`src/rtl/l0_skew_buffer_if.sv`:
```
// Handshake bundle between the core controller (master) and the L0 skew buffer (slave).
// Carries the vector write port, the row-0 drain request and the skewed per-row read side.
interface l0_skew_buffer_if #(
  parameter int row = 8,
  parameter int bw  = 4
);
  logic                wr;
  logic [row*bw-1:0]   in;
  logic                rd;
  logic [row*bw-1:0]   out;
  logic [row-1:0]      out_valid;
  logic                o_full;
  logic                o_ready;
  logic                o_empty;

  modport master (
    output wr, in, rd,
    input  out, out_valid, o_full, o_ready, o_empty
  );

  modport slave (
    input  wr, in, rd,
    output out, out_valid, o_full, o_ready, o_empty
  );
endinterface

```
`src/rtl/l0_skew_buffer.sv`:
```
// L0 input buffer for the MAC array west edge: row-parallel FIFOs sharing one write pointer,
// drained with a one-cycle-per-row stagger to match the array's diagonal dataflow.
module l0_skew_buffer #(
  parameter int row   = 8,
  parameter int bw    = 4,
  parameter int depth = 64
) (
  input logic clk,
  input logic reset,
  l0_skew_buffer_if.slave bus
);
  localparam int aw = $clog2(depth);

  if ((depth < 2) || ((1 << aw) != depth)) begin : g_bad_depth
    $error("l0_skew_buffer: depth must be a power of 2 and >= 2");
  end
  if (row < 2) begin : g_bad_row
    $error("l0_skew_buffer: row must be >= 2");
  end

  logic [bw-1:0]     mem [row][depth];
  logic [aw:0]       wptr;
  logic [aw:0]       rptr [row];
  logic [row-2:0]    rd_chain;
  logic [row-1:0]    rd_d;
  logic [row-1:0]    row_empty;
  logic [row-1:0]    row_full;
  logic [row-1:0]    pop;
  logic              push;
  logic [row*bw-1:0] out_q;
  logic [row-1:0]    valid_q;

  // rd_chain[k] is rd delayed by k+1 cycles; row 0 sees rd directly
  assign rd_d = {rd_chain, bus.rd};

  always_comb begin
    row_empty = '0;
    row_full  = '0;
    for (int r = 0; r < row; r++) begin
      row_empty[r] = (wptr == rptr[r]);
      row_full[r]  = (wptr[aw-1:0] == rptr[r][aw-1:0]) && (wptr[aw] != rptr[r][aw]);
    end
  end

  // The last row always holds the most entries, so any-full equals its full flag
  assign bus.o_full    = |row_full;
  assign bus.o_ready   = ~bus.o_full;
  assign bus.o_empty   = &row_empty;
  assign bus.out       = out_q;
  assign bus.out_valid = valid_q;

  assign push = bus.wr & ~bus.o_full;
  assign pop  = rd_d & ~row_empty;

  always_ff @(posedge clk) begin
    if (!reset) begin
      wptr     <= '0;
      rd_chain <= '0;
      out_q    <= '0;
      valid_q  <= '0;
      for (int r = 0; r < row; r++) begin
        rptr[r] <= '0;
      end
    end else begin
      if (push) begin
        wptr <= wptr + (aw+1)'(1);
      end
      rd_chain[0] <= bus.rd;
      for (int k = 1; k <= row-2; k++) begin
        rd_chain[k] <= rd_chain[k-1];
      end
      for (int r = 0; r < row; r++) begin
        if (pop[r]) begin
          out_q[r*bw +: bw] <= mem[r][rptr[r][aw-1:0]];
          valid_q[r]        <= 1'b1;
          rptr[r]           <= rptr[r] + (aw+1)'(1);
        end else begin
          valid_q[r]        <= 1'b0;
        end
      end
    end
  end

  // Storage is not cleared on reset; pointers alone define what is valid
  always_ff @(posedge clk) begin
    if (reset && push) begin
      for (int r = 0; r < row; r++) begin
        mem[r][wptr[aw-1:0]] <= bus.in[r*bw +: bw];
      end
    end
  end
endmodule

```
`src/flat_wrapper.sv`:
```
// flat-port wrapper written by rule: the top's interface ports become plain ports
module l0_skew_buffer_flat 
#(
  parameter int row   = 8,
  parameter int bw    = 4,
  parameter int depth = 64
)
  (clk, reset, bus_wr, bus_in, bus_rd, bus_out, bus_out_valid, bus_o_full, bus_o_ready, bus_o_empty);
  l0_skew_buffer_if #(.row(row), .bw(bw)) bus_i ();
  input logic clk;
  input logic reset;
  input wire logic [$bits(bus_i.wr)-1:0] bus_wr;
  input wire logic [$bits(bus_i.in)-1:0] bus_in;
  input wire logic [$bits(bus_i.rd)-1:0] bus_rd;
  output wire logic [$bits(bus_i.out)-1:0] bus_out;
  output wire logic [$bits(bus_i.out_valid)-1:0] bus_out_valid;
  output wire logic [$bits(bus_i.o_full)-1:0] bus_o_full;
  output wire logic [$bits(bus_i.o_ready)-1:0] bus_o_ready;
  output wire logic [$bits(bus_i.o_empty)-1:0] bus_o_empty;
  assign bus_i.wr = bus_wr;
  assign bus_i.in = bus_in;
  assign bus_i.rd = bus_rd;
  assign bus_out = bus_i.out;
  assign bus_out_valid = bus_i.out_valid;
  assign bus_o_full = bus_i.o_full;
  assign bus_o_ready = bus_i.o_ready;
  assign bus_o_empty = bus_i.o_empty;
  l0_skew_buffer #(.row(row), .bw(bw), .depth(depth)) u_core (.clk(clk), .reset(reset), .bus(bus_i));
endmodule
```
`config.mk`:
```
export PLATFORM = sky130hd
export DESIGN_NAME = l0_skew_buffer_flat
export DESIGN_NICKNAME = d
export VERILOG_FILES = /design/src/rtl/l0_skew_buffer_if.sv /design/src/rtl/l0_skew_buffer.sv /design/src/flat_wrapper.sv
export SDC_FILE = /design/constraint.sdc
export NUM_CORES = 2
export LEC_CHECK = 0
export ABC_CLOCK_PERIOD_IN_PS = 4400
export CAP_MARGIN = 20
export CORE_MARGIN = 8
export CORE_UTILIZATION = 45
export DETAILED_ROUTE_END_ITERATION = 10
export HOLD_SLACK_MARGIN = 0.1
export PLACE_DENSITY = 0.66
export RECOVER_POWER = 25
export SETUP_SLACK_MARGIN = 0.5
export SYNTH_ARGS = -nofsm -noshare
export SYNTH_HDL_FRONTEND = slang
export SYNTH_SLANG_ARGS = --single-unit
```
`constraint.sdc`:
```
create_clock -name clk -period 4.4 [get_ports clk]
set_input_delay 0.66 -clock clk [delete_from_list [all_inputs] [get_ports clk]]
set_output_delay 0.66 -clock clk [all_outputs]
set_load 0.05 [all_outputs]
```
==> flow_metrics.env <==
export IMPL_ios=79
export IMPL_switchingPower_mw=9.438
export IMPL_fmaxAchievable_mhz=262.9
export IMPL_multi_input_area_um2=18530
export IMPL_drc=0
export IMPL_rsz0062_at_grt="no"
export IMPL_hold_violations=0
export IMPL_final_nets=4081
export IMPL_critPathSlowestCell="nor4_4"
export IMPL_grt_pass1_wl_mm=307.9
export IMPL_hp_class="in -> reg"
export IMPL_vias=40580
export IMPL_grt_pass1_vias=40640
export IMPL_clock_skew_ns=0.04686
export IMPL_syn_avg_cell_area_um2=22.29
export IMPL_viasPerCell=6.057
export IMPL_cts_sinks=2158
export IMPL_cp_top_family="simple AND/OR/NAND/NOR gates"
export IMPL_timing_final_ws_setup_ns=0.5959
export IMPL_drv_slew=1021
export IMPL_combPwrFrac=0.060
export IMPL_grt_usage=0.2168
export IMPL_finalCritPeriodShare=0.8646
export IMPL_worstPathArrival_ns=3.14
export IMPL_async_reset_ff_frac=0
export IMPL_insertion_delay_ns=0.86
export IMPL_maxCapViolations=19
export IMPL_cts_buffer_depth=3
export IMPL_ir_worst_vdd_mv=0.3550
export IMPL_worst_path_buf_inv=3
export IMPL_violations="capacitance limit, slew limit"
export IMPL_clkTransAtPathRegs_ns=0.06
export IMPL_cts_root_buffer_cell="clkbuf_16"
export IMPL_hpwl_mm=133.4
export IMPL_min_period_ns=3.804
export IMPL_initial_core_util=0.4513
export IMPL_crit_path_max_incr_delay_ns=0.49
export IMPL_power_mw=43.13
export IMPL_synth_seq_cells=2158
export IMPL_synthCells=3738
export IMPL_place_inst=6285
export IMPL_worstMarginPinSlew_ns=3.235
export IMPL_status="finished, violations left"
export IMPL_pwr_share_seq=0.527
export IMPL_die_area_um2=199200
export IMPL_gp_congestion=0.8895
export IMPL_start_kind="flop"
export IMPL_critPathCaptureType="output port"
export IMPL_required_ns=3.74
export IMPL_fin_tns_setup_ns=0
export IMPL_cts_htree_levels=4
export IMPL_wl_per_cell_um=32.74
export IMPL_numPortBuffers=78
export IMPL_seq_area_frac_synth=0.7711
export IMPL_grt_max_degree=69
export IMPL_seq_area_um2=64280
export IMPL_yosys_most_used_dff="edfxtp_1"
export IMPL_synth_cell_types=57
export IMPL_syn_num_nets=3783
export IMPL_core_area_um2=184600
export IMPL_nFillCells=14280
export IMPL_worst_hold_slack_ns=0.2128
export IMPL_synth_edff_count=2104
export IMPL_crit_chain="buf_4 -> xor2_1 -> nor4_2 -> nand3_1 -> nor2_4 -> nand2_2 -> nor4_4 -> buf_4 -> buf_12"
export IMPL_antenna_left=0
export IMPL_layoutNonFillerInstCount=6700
export IMPL_cts_hold_buf=0
export IMPL_most_common_layout_cells="2104 x edfxtp_1, 589 x mux4_2, 210 x clkbuf_16, 163 x buf_4, 93 x nor2_1"
export IMPL_p_leak_nw=29.35
export IMPL_syn_to_final_growth_pct=14.57
export IMPL_die_h_um=446.3
export IMPL_final_common_cell="edfxtp_1"
export IMPL_cts_tree="yes"
export IMPL_slew_headroom=-1.157
export IMPL_critical_path_class="reg -> out"
export IMPL_antenna_found_initial=10
export IMPL_grt_ovfl_total=0
export IMPL_p_sw_frac=0.2188
export IMPL_yosys_warnings=0
export IMPL_power_frac_clock=0.412
export IMPL_row_count=158
export IMPL_numCtsBuffers=208
export IMPL_die_w_um=446.3
export IMPL_powerDensity_nw_per_um2=451.8
export IMPL_setup_viol=0
export IMPL_internal_power_mw=33.69
export IMPL_firstDrtPassIters=5
export IMPL_netlist_area_um2=83330
export IMPL_drt_iter0_markers=5350
export IMPL_dpl_worst_slack_ns=0.5237
export IMPL_wirelength_mm=219.3
export IMPL_cp_max_fo=4
export IMPL_crit_top_cell="buf_4"
export IMPL_drive_gt1_frac=0.2816
-- power by group through the flow --
| stage | combinational, mW | sequential, mW | clock [mW] |
|---|---|---|---|
| floorplan | 1.46 | 23.2 | 0 |
| global placement | 2.57 | 23.2 | 0 |
| detailed placement | 2.59 | 23.2 | 0 |
| CTS | 2.62 | 22.7 | 18.0 |
| global route | 2.72 | 22.7 | 18.7 |
| finish | 2.60 | 22.7 | 17.8 |
-- worst paths after layout --
path,start,endpoint,slack (ns),cells past startpoint
worst max-delay path,u_core.wptr[5],bus_o_empty,0.60,9
worst min-delay path,bus_in[10],u_core.mem[0][622],0.21,1
worst max register to register,u_core.rptr[0][5],u_core.mem[1][230],0.87,9
worst min register to register,u_core.rd_chain[4],u_core.rd_chain[5],0.47,2
-- metal layers --
layer | share of wire | track usage
met5 | 0.00012 | 0
met4 | 0.032 | 0.06604
met2 | 0.48 | 0.3502
met3 | 0.090 | 0.04810
met1 | 0.40 | 0.2979
-- through the flow --
step,instance area [µm²],util
2_1_floorplan,83330,-
5_1_grt,95470,0.5171
6_report,95480,0.5171
4_1_cts,95460,0.5170
3_5_place_dp,88500,0.4793
3_3_place_gp,88500,0.4793
-- cells in the mapped netlist (all sizes together) (8+ instances only) --
master | n | area, µm²
o22ai | 11 | 68.82
and2 | 19 | 118.9
nand2b | 18 | 112.6
a21oi | 35 | 175.2
ha | 9 | 112.6
o211ai | 10 | 75.07
nor2 | 159 | 596.8
xor2 | 50 | 437.9
inv | 28 | 105.1
a22oi | 50 | 375.4
nor4 | 13 | 81.33
nand3 | 36 | 180.2
a211oi | 18 | 135.1
nor2b | 31 | 193.9
o21ai | 36 | 183.9
mux2 | 9 | 101.4
a31oi | 8 | 50.05
mux4 | 589 | 13270
clkbuf | 79 | 297.8
nand2 | 57 | 214.0
edfxtp | 2104 | 63180
dfxtp | 54 | 1081
xnor2 | 43 | 376.6
nand4 | 25 | 156.4
mux2i | 36 | 360.4
buf | 126 | 666.9
nor3 | 17 | 85.08
-- cells by family after synthesis --
kind of cell / synth area share
flip-flops: 0.7711
multiplexers: 0.1647
AND/OR/NAND/NOR: 0.02303
buffers and inverters: 0.01288
AO/OA/AOI/OAI: 0.01709
XOR/XNOR: 0.009774
adder cells (fa/ha/maj): 0.001351
-- what timing repair did --
item | 4_1_cts | 5_1_grt
buffers inserted | 9 | 5
endpoints found under the setup margin | 3 | 2
resized for setup | 18 | 3
pin swaps | 3 | 4
-- registers in the layout, indices dropped and copies added, names as in the netlist --
| name | cells |
|---|---|
| u_core.bus.out_valid | 8 |
| u_core.wptr | 7 |
| u_core.bus.out | 32 |
| u_core.rptr | 56 |
| u_core.rd_chain | 7 |
| u_core.mem | 2048 |
-- area by class of cell --
type | count | share of cell area
sequential | 2158 | 0.6733
tap | 2480 | 0.03250
inverter | 29 | 0.001140
antenna | 1 | 0.00002621
clock inverter | 132 | 0.01351
multi-input combinational | 1346 | 0.1941
timing repair buffer | 293 | 0.02756
clock buffer | 261 | 0.05788
Note: power is estimated with default switching activity, not from simulation.
